File: src/rtl/pong_pkg.sv
// rtl/pong_pkg.sv - panel geometry and scan-state encoding; HUB75_GHOST_BLANK_EN adds ST_BLANK
package pong_pkg;
  localparam int MATRIX_W  = 64;
  localparam int MATRIX_H  = 64;
  localparam int SCAN_ROWS = 32;
  localparam int COL_W     = $clog2(MATRIX_W);
  localparam int ROW_W     = $clog2(SCAN_ROWS);

`ifdef HUB75_GHOST_BLANK_EN
  typedef enum logic [2:0] {ST_IDLE, ST_SHIFT, ST_WAIT, ST_LATCH, ST_BLANK} scan_state_t;
`else
  typedef enum logic [1:0] {ST_IDLE, ST_SHIFT, ST_WAIT, ST_LATCH} scan_state_t;
`endif
endpackage

File: src/rtl/hub75_shift_ctrl.sv
// rtl/hub75_shift_ctrl.sv - three-phase column sequencer: address, capture pixel pair, pulse hub_clk
module hub75_shift_ctrl
  import pong_pkg::*;
(
  input  logic             clk,
  input  logic             rst,
  input  logic             run,
  input  logic             fb_rdata_top,
  input  logic             fb_rdata_bot,
  output logic [COL_W-1:0] col,
  output logic             hub_r1,
  output logic             hub_r2,
  output logic             hub_clk,
  output logic             row_done
);
  logic [1:0] phase;

  always_ff @(posedge clk) begin
    if (rst) begin
      phase  <= 2'd0;
      col    <= '0;
      hub_r1 <= 1'b0;
      hub_r2 <= 1'b0;
    end else if (run) begin
      if (phase == 2'd2) begin
        phase <= 2'd0;
        col   <= col + COL_W'(1);  // natural wrap 63 -> 0 ends the row
      end else begin
        phase <= phase + 2'd1;
      end
      if (phase == 2'd1) begin
        hub_r1 <= fb_rdata_top;
        hub_r2 <= fb_rdata_bot;
      end
    end else begin
      phase <= 2'd0;
      col   <= '0;
    end
  end

  assign hub_clk  = run && (phase == 2'd2);
  assign row_done = hub_clk && (col == COL_W'(MATRIX_W - 1));
endmodule

File: src/rtl/hub75_scanout.sv
// rtl/hub75_scanout.sv - HUB75 1/32-scan FSM with dwell timing; HUB75_GHOST_BLANK_EN adds ghost blanking
module hub75_scanout
  import pong_pkg::*;
#(
  parameter int DWELL     = 256,
  parameter int BLANK_CYC = 4
) (
  input  logic        clk,
  input  logic        rst,
  input  logic        enable,
  output logic [10:0] fb_addr,
  input  logic        fb_rdata_top,
  input  logic        fb_rdata_bot,
  output logic        hub_r1,
  output logic        hub_r2,
  output logic        hub_clk,
  output logic        hub_lat,
  output logic        hub_oe_n,
  output logic [4:0]  hub_addr,
  output logic        frame_done
);
  if (DWELL < 192 || DWELL > 4095 || BLANK_CYC < 1 || BLANK_CYC > 15 ||
      MATRIX_H != 2 * SCAN_ROWS) begin : g_cfg_check
    $error("hub75_scanout: illegal configuration");
  end

  localparam logic [11:0] DWELL_LAST = 12'(DWELL - 1);

  scan_state_t      state, state_next;
  logic [ROW_W-1:0] row;
  logic [COL_W-1:0] col;
  logic [11:0]      dwell_cnt;
  logic             first_row, stop_req, row_done, dwell_met, shift_run, scanning;

`ifdef HUB75_GHOST_BLANK_EN
  localparam logic [3:0]  BLANK_LAST = 4'(BLANK_CYC - 1);
  localparam scan_state_t ST_PRE_LATCH = ST_BLANK;
  logic [3:0] blank_cnt;
  logic       post_blank;
`else
  localparam scan_state_t ST_PRE_LATCH = ST_LATCH;
`endif

  hub75_shift_ctrl u_shift (
    .clk          (clk),
    .rst          (rst),
    .run          (shift_run),
    .fb_rdata_top (fb_rdata_top),
    .fb_rdata_bot (fb_rdata_bot),
    .col          (col),
    .hub_r1       (hub_r1),
    .hub_r2       (hub_r2),
    .hub_clk      (hub_clk),
    .row_done     (row_done)
  );

  assign fb_addr   = {row, col};
  // The first row after IDLE has nothing lit yet, so it skips the dwell wait.
  assign dwell_met = first_row || (dwell_cnt >= DWELL_LAST);
  assign scanning  = (state != ST_IDLE) && (state != ST_LATCH);

  always_comb begin
    state_next = state;
    shift_run  = 1'b0;
    hub_lat    = 1'b0;
    case (state)
      ST_IDLE:  if (enable) state_next = ST_SHIFT;
      ST_SHIFT: begin
        shift_run = 1'b1;
        if (row_done) state_next = dwell_met ? ST_PRE_LATCH : ST_WAIT;
      end
      ST_WAIT:  if (dwell_met) state_next = ST_PRE_LATCH;
`ifdef HUB75_GHOST_BLANK_EN
      ST_BLANK: if (blank_cnt == BLANK_LAST) state_next = ST_LATCH;
`endif
      ST_LATCH: begin
        hub_lat    = 1'b1;
        state_next = (stop_req || !enable) ? ST_IDLE : ST_SHIFT;
      end
      default:  state_next = ST_IDLE;
    endcase
  end

  always_ff @(posedge clk) begin
    if (rst) begin
      state      <= ST_IDLE;
      row        <= '0;
      dwell_cnt  <= '0;
      first_row  <= 1'b1;
      stop_req   <= 1'b0;
      hub_oe_n   <= 1'b1;
      hub_addr   <= '0;
      frame_done <= 1'b0;
`ifdef HUB75_GHOST_BLANK_EN
      blank_cnt  <= '0;
      post_blank <= 1'b0;
`endif
    end else begin
      state      <= state_next;
      frame_done <= 1'b0;
      if (dwell_cnt != 12'hFFF) dwell_cnt <= dwell_cnt + 12'd1;
      if (scanning && !enable) stop_req <= 1'b1;
      // Row select only moves while the panel is dark.
      if (state_next == ST_LATCH) begin
        hub_oe_n <= 1'b1;
        hub_addr <= row;
      end
      case (state)
        ST_IDLE: begin
          row       <= '0;
          dwell_cnt <= '0;
          first_row <= 1'b1;
          stop_req  <= 1'b0;
          hub_oe_n  <= 1'b1;
        end
        ST_LATCH: begin
          first_row  <= 1'b0;
          frame_done <= (row == ROW_W'(SCAN_ROWS - 1));
          dwell_cnt  <= '0;
          if (state_next == ST_IDLE) begin
            row <= '0;
          end else begin
            row <= row + ROW_W'(1);
`ifdef HUB75_GHOST_BLANK_EN
            post_blank <= 1'b1;
            blank_cnt  <= '0;
`else
            hub_oe_n   <= 1'b0;
`endif
          end
        end
        default: ;
      endcase
`ifdef HUB75_GHOST_BLANK_EN
      if (state_next == ST_BLANK) begin
        hub_oe_n  <= 1'b1;
        blank_cnt <= (state == ST_BLANK) ? blank_cnt + 4'd1 : 4'd0;
      end
      // Post-latch dark period overlaps the next row's shifting; dwell starts when it ends.
      if (post_blank) begin
        blank_cnt <= blank_cnt + 4'd1;
        if (blank_cnt == BLANK_LAST) begin
          post_blank <= 1'b0;
          hub_oe_n   <= 1'b0;
          dwell_cnt  <= '0;
        end
      end
`endif
    end
  end
endmodule

File: config.mk
export PLATFORM = sky130hd
export DESIGN_NAME = hub75_scanout
export DESIGN_NICKNAME = d
export VERILOG_FILES = /design/src/rtl/pong_pkg.sv /design/src/rtl/hub75_shift_ctrl.sv /design/src/rtl/hub75_scanout.sv
export SDC_FILE = /design/constraint.sdc
export NUM_CORES = 1
export LEC_CHECK = 0
export CORE_ASPECT_RATIO = 1.25
export CORE_UTILIZATION = 53
export DETAILED_ROUTE_END_ITERATION = 10
export PLACE_DENSITY = 0.89
export SLEW_MARGIN = 5
export SYNTH_ARGS = -nofsm -noshare
export SYNTH_HDL_FRONTEND = slang
export SYNTH_SLANG_ARGS = --single-unit
File: constraint.sdc
create_clock -name clk -period 2.94 [get_ports clk]
set_clock_uncertainty 0.1 [all_clocks]
set_input_delay 0.735 -clock clk [delete_from_list [all_inputs] [get_ports clk]]
set_output_delay 0.735 -clock clk [all_outputs]
set_load 0.05 [all_outputs]
* After elaboration in Yosys (flattened, before gate mapping)
Index checks and enable logic that the tools add are counted. W data, S select, Z words.
Storage, ports and cells: logic and storage cells 60, bits in registers 38, output and inout port bits 22
Cells by class: order comparisons 1, equal/unequal tests 10, muxes and demuxes 14, reductions and logical operators 17, bitwise operators 2, add/sub/neg operators 4
Operators by type and width (number):
- $add A12 B1 Y12 const B | 1
- $ge A12 B8 Y1 const B | 1
- $ne A12 B12 Y1 const B | 1
- $pmux W5 S2 | 1
- $eq A2 B2 Y1 const B | 4
- $pmux W2 S4 | 1
- $add A6 B1 Y6 const B | 1
- $eq A6 B6 Y1 const B | 1
- $mux W1 | 6
- $mux W2 | 3
- $reduce_or A2 Y1 | 3
- $reduce_or A3 Y1 | 2
- $add A5 B1 Y5 const B | 1
- $eq A5 B5 Y1 const B | 1
- $mux W5 | 1
- $eq A2 B1 Y1 const B | 2
- $logic_and A1 B1 Y1 | 4
- $logic_not A2 Y1 | 2
- $pmux W1 S2 | 2
- $reduce_bool A2 Y1 | 2
- $add A2 B1 Y2 const B | 1
- $logic_or A1 B1 Y1 | 2
- $ne A2 B2 Y1 const B | 1
- $not A1 Y1 | 2
- 2 further kinds | 2

* Longest topological paths before layout
Gate-level depths: netlist of the first run.
word-level depth 10, gate-level depth with buffers 8, gate-level depth less buffers 7

* By module
Synthesis of the first run repeated with hierarchy kept, for this count alone.
Unflattened totals: cells, all modules 213, area total of the unflattened synthesis 1933.1 um^2
Modules (own cells, without submodules):
- hub75_scanout | seq. area each 560.5 um^2, instances 1, cells each 166, area an instance 1493.9 um^2
- hub75_shift_ctrl | seq. area each 200.2 um^2, instances 1, cells each 47, area an instance 439.2 um^2

* Worst setup path after synthesis of the first run
OpenSTA, ideal clock, no wires.
path kind register to register, from register u_shift.col[0], to register row[0], data required time 2719 ps, data arrival time 2015 ps, buffers on the path 0, stages on the path, launching flop included 7, clock period less this slack 2236 ps, library setup time 121 ps, path slack 704 ps, cells stage by stage dfxtp_1 -> ha_1 -> and3_4 -> a211o_1 -> a2111oi_4 -> nor3_2 -> mux2_2
On the way: word-level cells in the longest chain between the ends 7
RTL lines:
- start: declaration | RTL line hub75_shift_ctrl.sv:10 | output logic [COL_W-1:0] col,
- start signal: assignment | RTL line hub75_shift_ctrl.sv:27 | col <= col + COL_W'(1);
- $eq A6 B6 Y1 | RTL line hub75_shift_ctrl.sv:42 | assign row_done = hub_clk && (col == COL_W'(MATRIX_W - 1));
- $logic_and A1 B1 Y1 | RTL line hub75_shift_ctrl.sv:42
- $mux W2 | RTL line hub75_scanout.sv:70 | if (row_done) state_next = dwell_met ? ST_PRE_LATCH : ST_WAIT;
- $pmux W2 S4 | RTL line hub75_scanout.sv:66 | case (state)
- $logic_not A2 Y1 | RTL line hub75_scanout.sv:120 | if (state_next == ST_IDLE) begin
- $mux W5 | RTL line hub75_scanout.sv:120
- $pmux W5 S2 | RTL line hub75_scanout.sv:108 | case (state)
- end signal: assignment | RTL line hub75_scanout.sv:123 | row <= row + ROW_W'(1);
- end: declaration | RTL line hub75_scanout.sv:30 | logic [ROW_W-1:0] row;
Every way passes these cells. A chain may end at the register's enable or synchronous reset.

* Worst setup path after layout of the first run
from register u_shift.phase[0], to output port hub_clk
On the way: word-level cells in the longest chain between the ends 2
RTL lines:
- start: declaration | RTL line hub75_shift_ctrl.sv:16 | logic [1:0] phase;
- start signal: assignment | RTL line hub75_shift_ctrl.sv:29 | phase <= phase + 2'd1;
- $eq A2 B2 Y1 | RTL line hub75_shift_ctrl.sv:41 | assign hub_clk = run && (phase == 2'd2);
- $logic_and A1 B1 Y1 | RTL line hub75_shift_ctrl.sv:41
- end: declaration | RTL line hub75_scanout.sv:16 | output logic hub_clk,
Every way passes these cells.

==> flow_summary.ini, run 1 <==
[floorplanning]
pin_count = 27
core_um2 = 3250
die_h_um = 67.7
die_x_um = 54.6
dieArea_um2 = 3700
start_util = 0.563
rows = 23

[cells_and_area]
final_nets = 242
seqCellArea_um2 = 761
final_cell_area_um2 = 2200
area_growth_pct = 19.9
multi_input_area_um2 = 1000
fillers = 259
n_antenna_cell = 0
utilization = 0.675
mostFrequentLayoutCell = dfxtp_1
drive_above_1_share = 0.0746
layout_common_cells = 38 x dfxtp_1, 26 x clkdlybuf4s50_1, 21 x nor2_1

[timing]
final_hold_viol_count = 0
setup_tns_ps = 0
period_needed_ps = 2800
post-route-period-util = 0.953
setup_violations = 0
max-slew-margin-rel = 0.653
max_freq_ghz = 0.357
rsz0062_at_grt = no
tightest_slew_ps = 519
slew_viol_final = 0

[routing]
via_per_inst = 5.65
num_vias = 1496
drtIter0Drc = 26
wl_per_cell_um = 13.2
drc_errors = 0
dr.pass1.iters = 4
routed_wl_um = 3490
ant_nets = 0

[setup_path]
endpoint_kind = output port
start_kind = flop
cp_top_family = buffers and inverters
critical_path_class = reg -> out
cp.arrival_ps = 1970
worstPathRequired_ps = 2110
cp.buffers_inverters = 2
path_cells = inv_1, ha_1, and2_2, clkdlybuf4s50_1
slowest_delay_ps = 790
path_max_fanout = 8
cpMaxStageDelayCell = clkdlybuf4s50_1

[global_route]
antenna_found_initial = 0
grt_pass1_wl_um = 5700
grt.overflow.total = 0
grt_max_degree = 24
grt_pass1_vias = 1345
track_usage = 0.216

[placed_design]
place.gp.congestion = 0.832
io_buffers = 26
dp_hpwl_um = 2430
place_area_um2 = 2100

[synthesis]
ys_seq_area_frac = 0.415
ys_types = 37
synth_ff_type = dfxtp_1
synth-edff-count = 0
syn_area_per_cell_um2 = 9.20
ys_warn_count = 0
ys_seq_elements = 38
syn-num-nets = 214
syn_area_um2 = 1830
syn_inst = 199
async_flop_share = 0

[power_and_ir_drop]
p_leak_nw = 0.782
power_density_nw_per_um2 = 441
ir_drop_mv = 0.545

[clock_network]
insertion_delay_ps = 290
clk_pin_slew_ps = 70
cts_htree_levels = 2
clock_sinks = 38
clockBufferDepth = 2
numCtsBuffers = 5
cts_tree = yes
post-cts-setup-buffer-count = 0
ctsHoldBuffers = 0
clockRootBuffer = clkbuf_8
cts_resized = 0

[flow_run]
drv_cap = 0

[run_status]
outcome = finished clean

[hold_path]
min_path_type = reg -> reg
-- state kept, by name, summed over array words and instances, names as in the netlist --
name,cells
dwell_cnt,12
u_shift.col,6
hub_addr,5
row,5
state,2
u_shift.phase,2
first_row,1
frame_done,1
hub_oe_n,1
stop_req,1
u_shift.hub_r1,1
u_shift.hub_r2,1
-- Yosys cell counts, types with 3 or more instances --
cell,number,share of area
dfxtp_1,38,0.42
nor2_1,21,0.043
nand2_1,15,0.031
nand2b_1,13,0.044
ha_1,10,0.068
nand3_1,10,0.027
nor3_1,10,0.027
a21oi_1,8,0.022
mux2i_1,8,0.044
inv_1,6,0.012
o21ai_0,6,0.016
xor2_1,6,0.029
nand4_1,5,0.017
or3_1,5,0.017
xnor2_1,5,0.024
clkbuf_1,4,0.0082
a22o_1,3,0.014
and3_1,3,0.010
-- layer usage --
metal  up-vias  wire [um]  global-route usage
met5         -          0                   0
met4         0         78               0.103
met3         9        119              0.0653
met2        24       1820               0.366
met1       712       1470               0.236
li1        751          -                   -
-- power by group --
group          switching, W  internal [W]  total (W)
clock network      0.000174      0.000189   0.000363
registers        0.00000536      0.000521   0.000526
logic             0.0000484     0.0000307  0.0000791
-- through the flow --
| step | hold slack, ps | cells | total power [W] | setup WS (ps) |
|---|---|---|---|---|
| floorplan | 326 | 199 | 0.000597 | 704 |
| global placement | 337 | 257 | 0.000614 | 469 |
| detailed placement | 364 | 257 | 0.000615 | 421 |
| CTS | 375 | 265 | 0.000979 | 108 |
| global route | 398 | 265 | 0.00101 | 57.6 |
| finish | 364 | 265 | 0.000968 | 139 |
-- final cells by class --
class	count	area share
multi-input combinational	148	0.455
timing repair buffer	28	0.125
clock buffer	7	0.0393
sequential	38	0.346
tap	37	0.0211
inverter	6	0.0103
clock inverter	1	0.00228
-- worst reg2reg max path, delay by kind of cell, from the launching register on --
family | cells | cell delay [ps]
AO/OA/AOI/OAI | 2 | 740
adder cells (fa/ha/maj) | 1 | 290
buffers and inverters | 1 | 50
flip-flops | 1 | 360
multiplexers | 1 | 270
AND/OR/NAND/NOR | 2 | 320
-- worst paths after layout --
kind	startpoint	end	slack [ps]	cells past startpoint
min reg2reg	u_shift.phase[0]$_SDFF_PP0_	u_shift.phase[0]$_SDFF_PP0_	360	1
max	u_shift.phase[0]$_SDFF_PP0_	hub_clk	140	4
max reg2reg	u_shift.phase[0]$_SDFF_PP0_	row[0]$_SDFFE_PP0P_	700	7
min	u_shift.phase[0]$_SDFF_PP0_	u_shift.phase[0]$_SDFF_PP0_	360	1
-- kinds of logic (layout without fill, tap and decap cells) --
| logic type | count (synthesis) | in the layout | share of synthesized area |
|---|---|---|---|
| flops | 38 | 38 | 0.415 |
| xor+xnor | 11 | 11 | 0.0526 |
| simple gates | 91 | 91 | 0.260 |
| compound gates | 27 | 27 | 0.115 |
| mux | 9 | 9 | 0.0499 |
| fa+ha+maj | 10 | 10 | 0.0683 |
| buf+inv | 13 | 42 | 0.0389 |
(Power assumes the default switching activity.)
==> inputs of run 2 (changes only) <==
--- a/config.mk
+++ b/config.mk
@@ -9,7 +9,7 @@
 export CORE_UTILIZATION = 53
 export DETAILED_ROUTE_END_ITERATION = 10
 export PLACE_DENSITY = 0.89
-export SLEW_MARGIN = 5
+export SETUP_SLACK_MARGIN = 0.3
 export SYNTH_ARGS = -nofsm -noshare
 export SYNTH_HDL_FRONTEND = slang
 export SYNTH_SLANG_ARGS = --single-unit
==> run 2 against run 1 <==
  * Critical path depth unchanged
  * Flip-flop and latch count is the same
  * Via count shrank 0.47%
  * Critical path type unchanged
==> flow_summary.ini, run 2 (synthesis results as in run 1) <==
[cells_and_area]
layout_common_cells = 38 x dfxtp_1, 24 x clkdlybuf4s50_1, 21 x nor2_1
final_nets = 242
largest_register_ff_count = 12
drive_above_1_share = 0.0746
area_growth_pct = 19.7
n_antenna_cell = 0
mostFrequentLayoutCell = dfxtp_1
top_regs = dwell_cnt: 12 flops, u_shift.col: 6 flops
largest-register = dwell_cnt

[timing]
final_hold_viol_count = 0
setup_violations = 0
max_freq_ghz = 0.395
max-slew-margin-rel = 0.652
rsz0062_at_grt = no
period_needed_ps = 2530
setup_tns_ps = 0
fin_ws_ps = 410
slew_viol_final = 0
post-route-period-util = 0.860
tightest_slew_ps = 520

[clock_network]
ctsHoldBuffers = 0
cts_tree = yes
clockBufferDepth = 2
clock_sinks = 38
numCtsBuffers = 5
clockRootBuffer = clkbuf_8
cts_htree_levels = 2
insertion_delay_ps = 290
post-cts-setup-buffer-count = 0
clk_pin_slew_ps = 70

[setup_path]
start_kind = flop
endpoint_kind = output port
timing.reg2reg.setup_slack_ps = 700
reg2regPathDepth = 7
cp.arrival_ps = 1690
worstPathRequired_ps = 2110
critical_path_class = reg -> out
path_max_fanout = 8

[power_and_ir_drop]
clockPowerShare = 0.376
ir_drop_mv = 0.551
p_sw_w = 0.000229
p_leak_nw = 0.791
p_comb_frac = 0.081
seq_power_share = 0.542
p_int_w = 0.000740
power_density_nw_per_um2 = 442
swShare = 0.236

[global_route]
antenna_found_initial = 0
grt_pass1_vias = 1336
grt_max_degree = 24
grt.overflow.total = 0
track_usage = 0.216
grt_pass1_wl_um = 5710

[placed_design]
dp_hpwl_um = 2430
dp_slack_ps = 421
io_buffers = 26
place.gp.congestion = 0.832

[routing]
num_vias = 1489
ant_nets = 0
via_per_inst = 5.62
dr.pass1.iters = 4
drc_errors = 0
drtIter0Drc = 31
routed_wl_um = 3500
wl_per_cell_um = 13.2

[hold_path]
min_path_type = reg -> reg
hold_depth = 1

[floorplanning]
die_x_um = 54.6
start_util = 0.563
dieArea_um2 = 3700
die_h_um = 67.7
pin_count = 27
rows = 23
core_um2 = 3250

[flow_run]
drv_cap = 0

[run_status]
outcome = finished clean
## run 2: layer usage
layer	up-vias	share of wire	track usage
met3	9	0.035	0.0653
li1	749	-	-
met4	0	0.022	0.103
met5	-	0	0
met1	706	0.42	0.242
met2	25	0.52	0.361
## run 2: stage by stage
step / total power [W] / hold WS (ps) / std cells / instance area (um^2) / utilization
3_3_place_gp: 0.000614 / 337 / 257 / 2100 / 0.647
4_1_cts: 0.000979 / 375 / 265 / 2190 / 0.674
2_1_floorplan: 0.000597 / 326 / 199 / 1830 / -
6_report: 0.000969 / 365 / 265 / 2190 / 0.674
5_1_grt: 0.00101 / 398 / 265 / 2190 / 0.674
3_5_place_dp: 0.000615 / 364 / 257 / 2100 / 0.647
## run 2: area by class of cell
class / count / area [um^2]
fill: 258 / 1060
timing repair buffer: 28 / 273
tap: 37 / 46.3
clock buffer: 7 / 86.3
inverter: 6 / 22.5
clock inverter: 1 / 5.00
sequential: 38 / 761
multi-input combinational: 148 / 1000
## run 2: worst paths after layout
check	startpoint	endpoint
worst min register to register	u_shift.phase[0]$_SDFF_PP0_	u_shift.phase[0]$_SDFF_PP0_
worst max-delay path	u_shift.phase[0]$_SDFF_PP0_	hub_clk
worst min-delay path	u_shift.phase[0]$_SDFF_PP0_	u_shift.phase[0]$_SDFF_PP0_
worst max register to register	u_shift.phase[0]$_SDFF_PP0_	row[0]$_SDFFE_PP0P_
## run 2: power by group through the flow
stage	logic, W	clock network [W]	registers [W]
global route	0.0000877	0.000393	0.000526
detailed placement	0.0000771	0	0.000538
floorplan	0.0000547	0	0.000542
CTS	0.0000790	0.000375	0.000526
finish	0.0000788	0.000365	0.000526
global placement	0.0000767	0	0.000537
## run 2: critical path, stage by stage, from the launching register on
cell and delay [ps]:
dfxtp_1 330, inv_1 60, ha_1 300, and2_2 200, dlygate4sd2_1 520
## run 2: repair_timing
| item | CTS | global route |
|---|---|---|
| endpoints found under the setup margin | 2 | 0 |
| endpoints found under the hold margin | 0 | 0 |
| resized for setup | 2 | 0 |
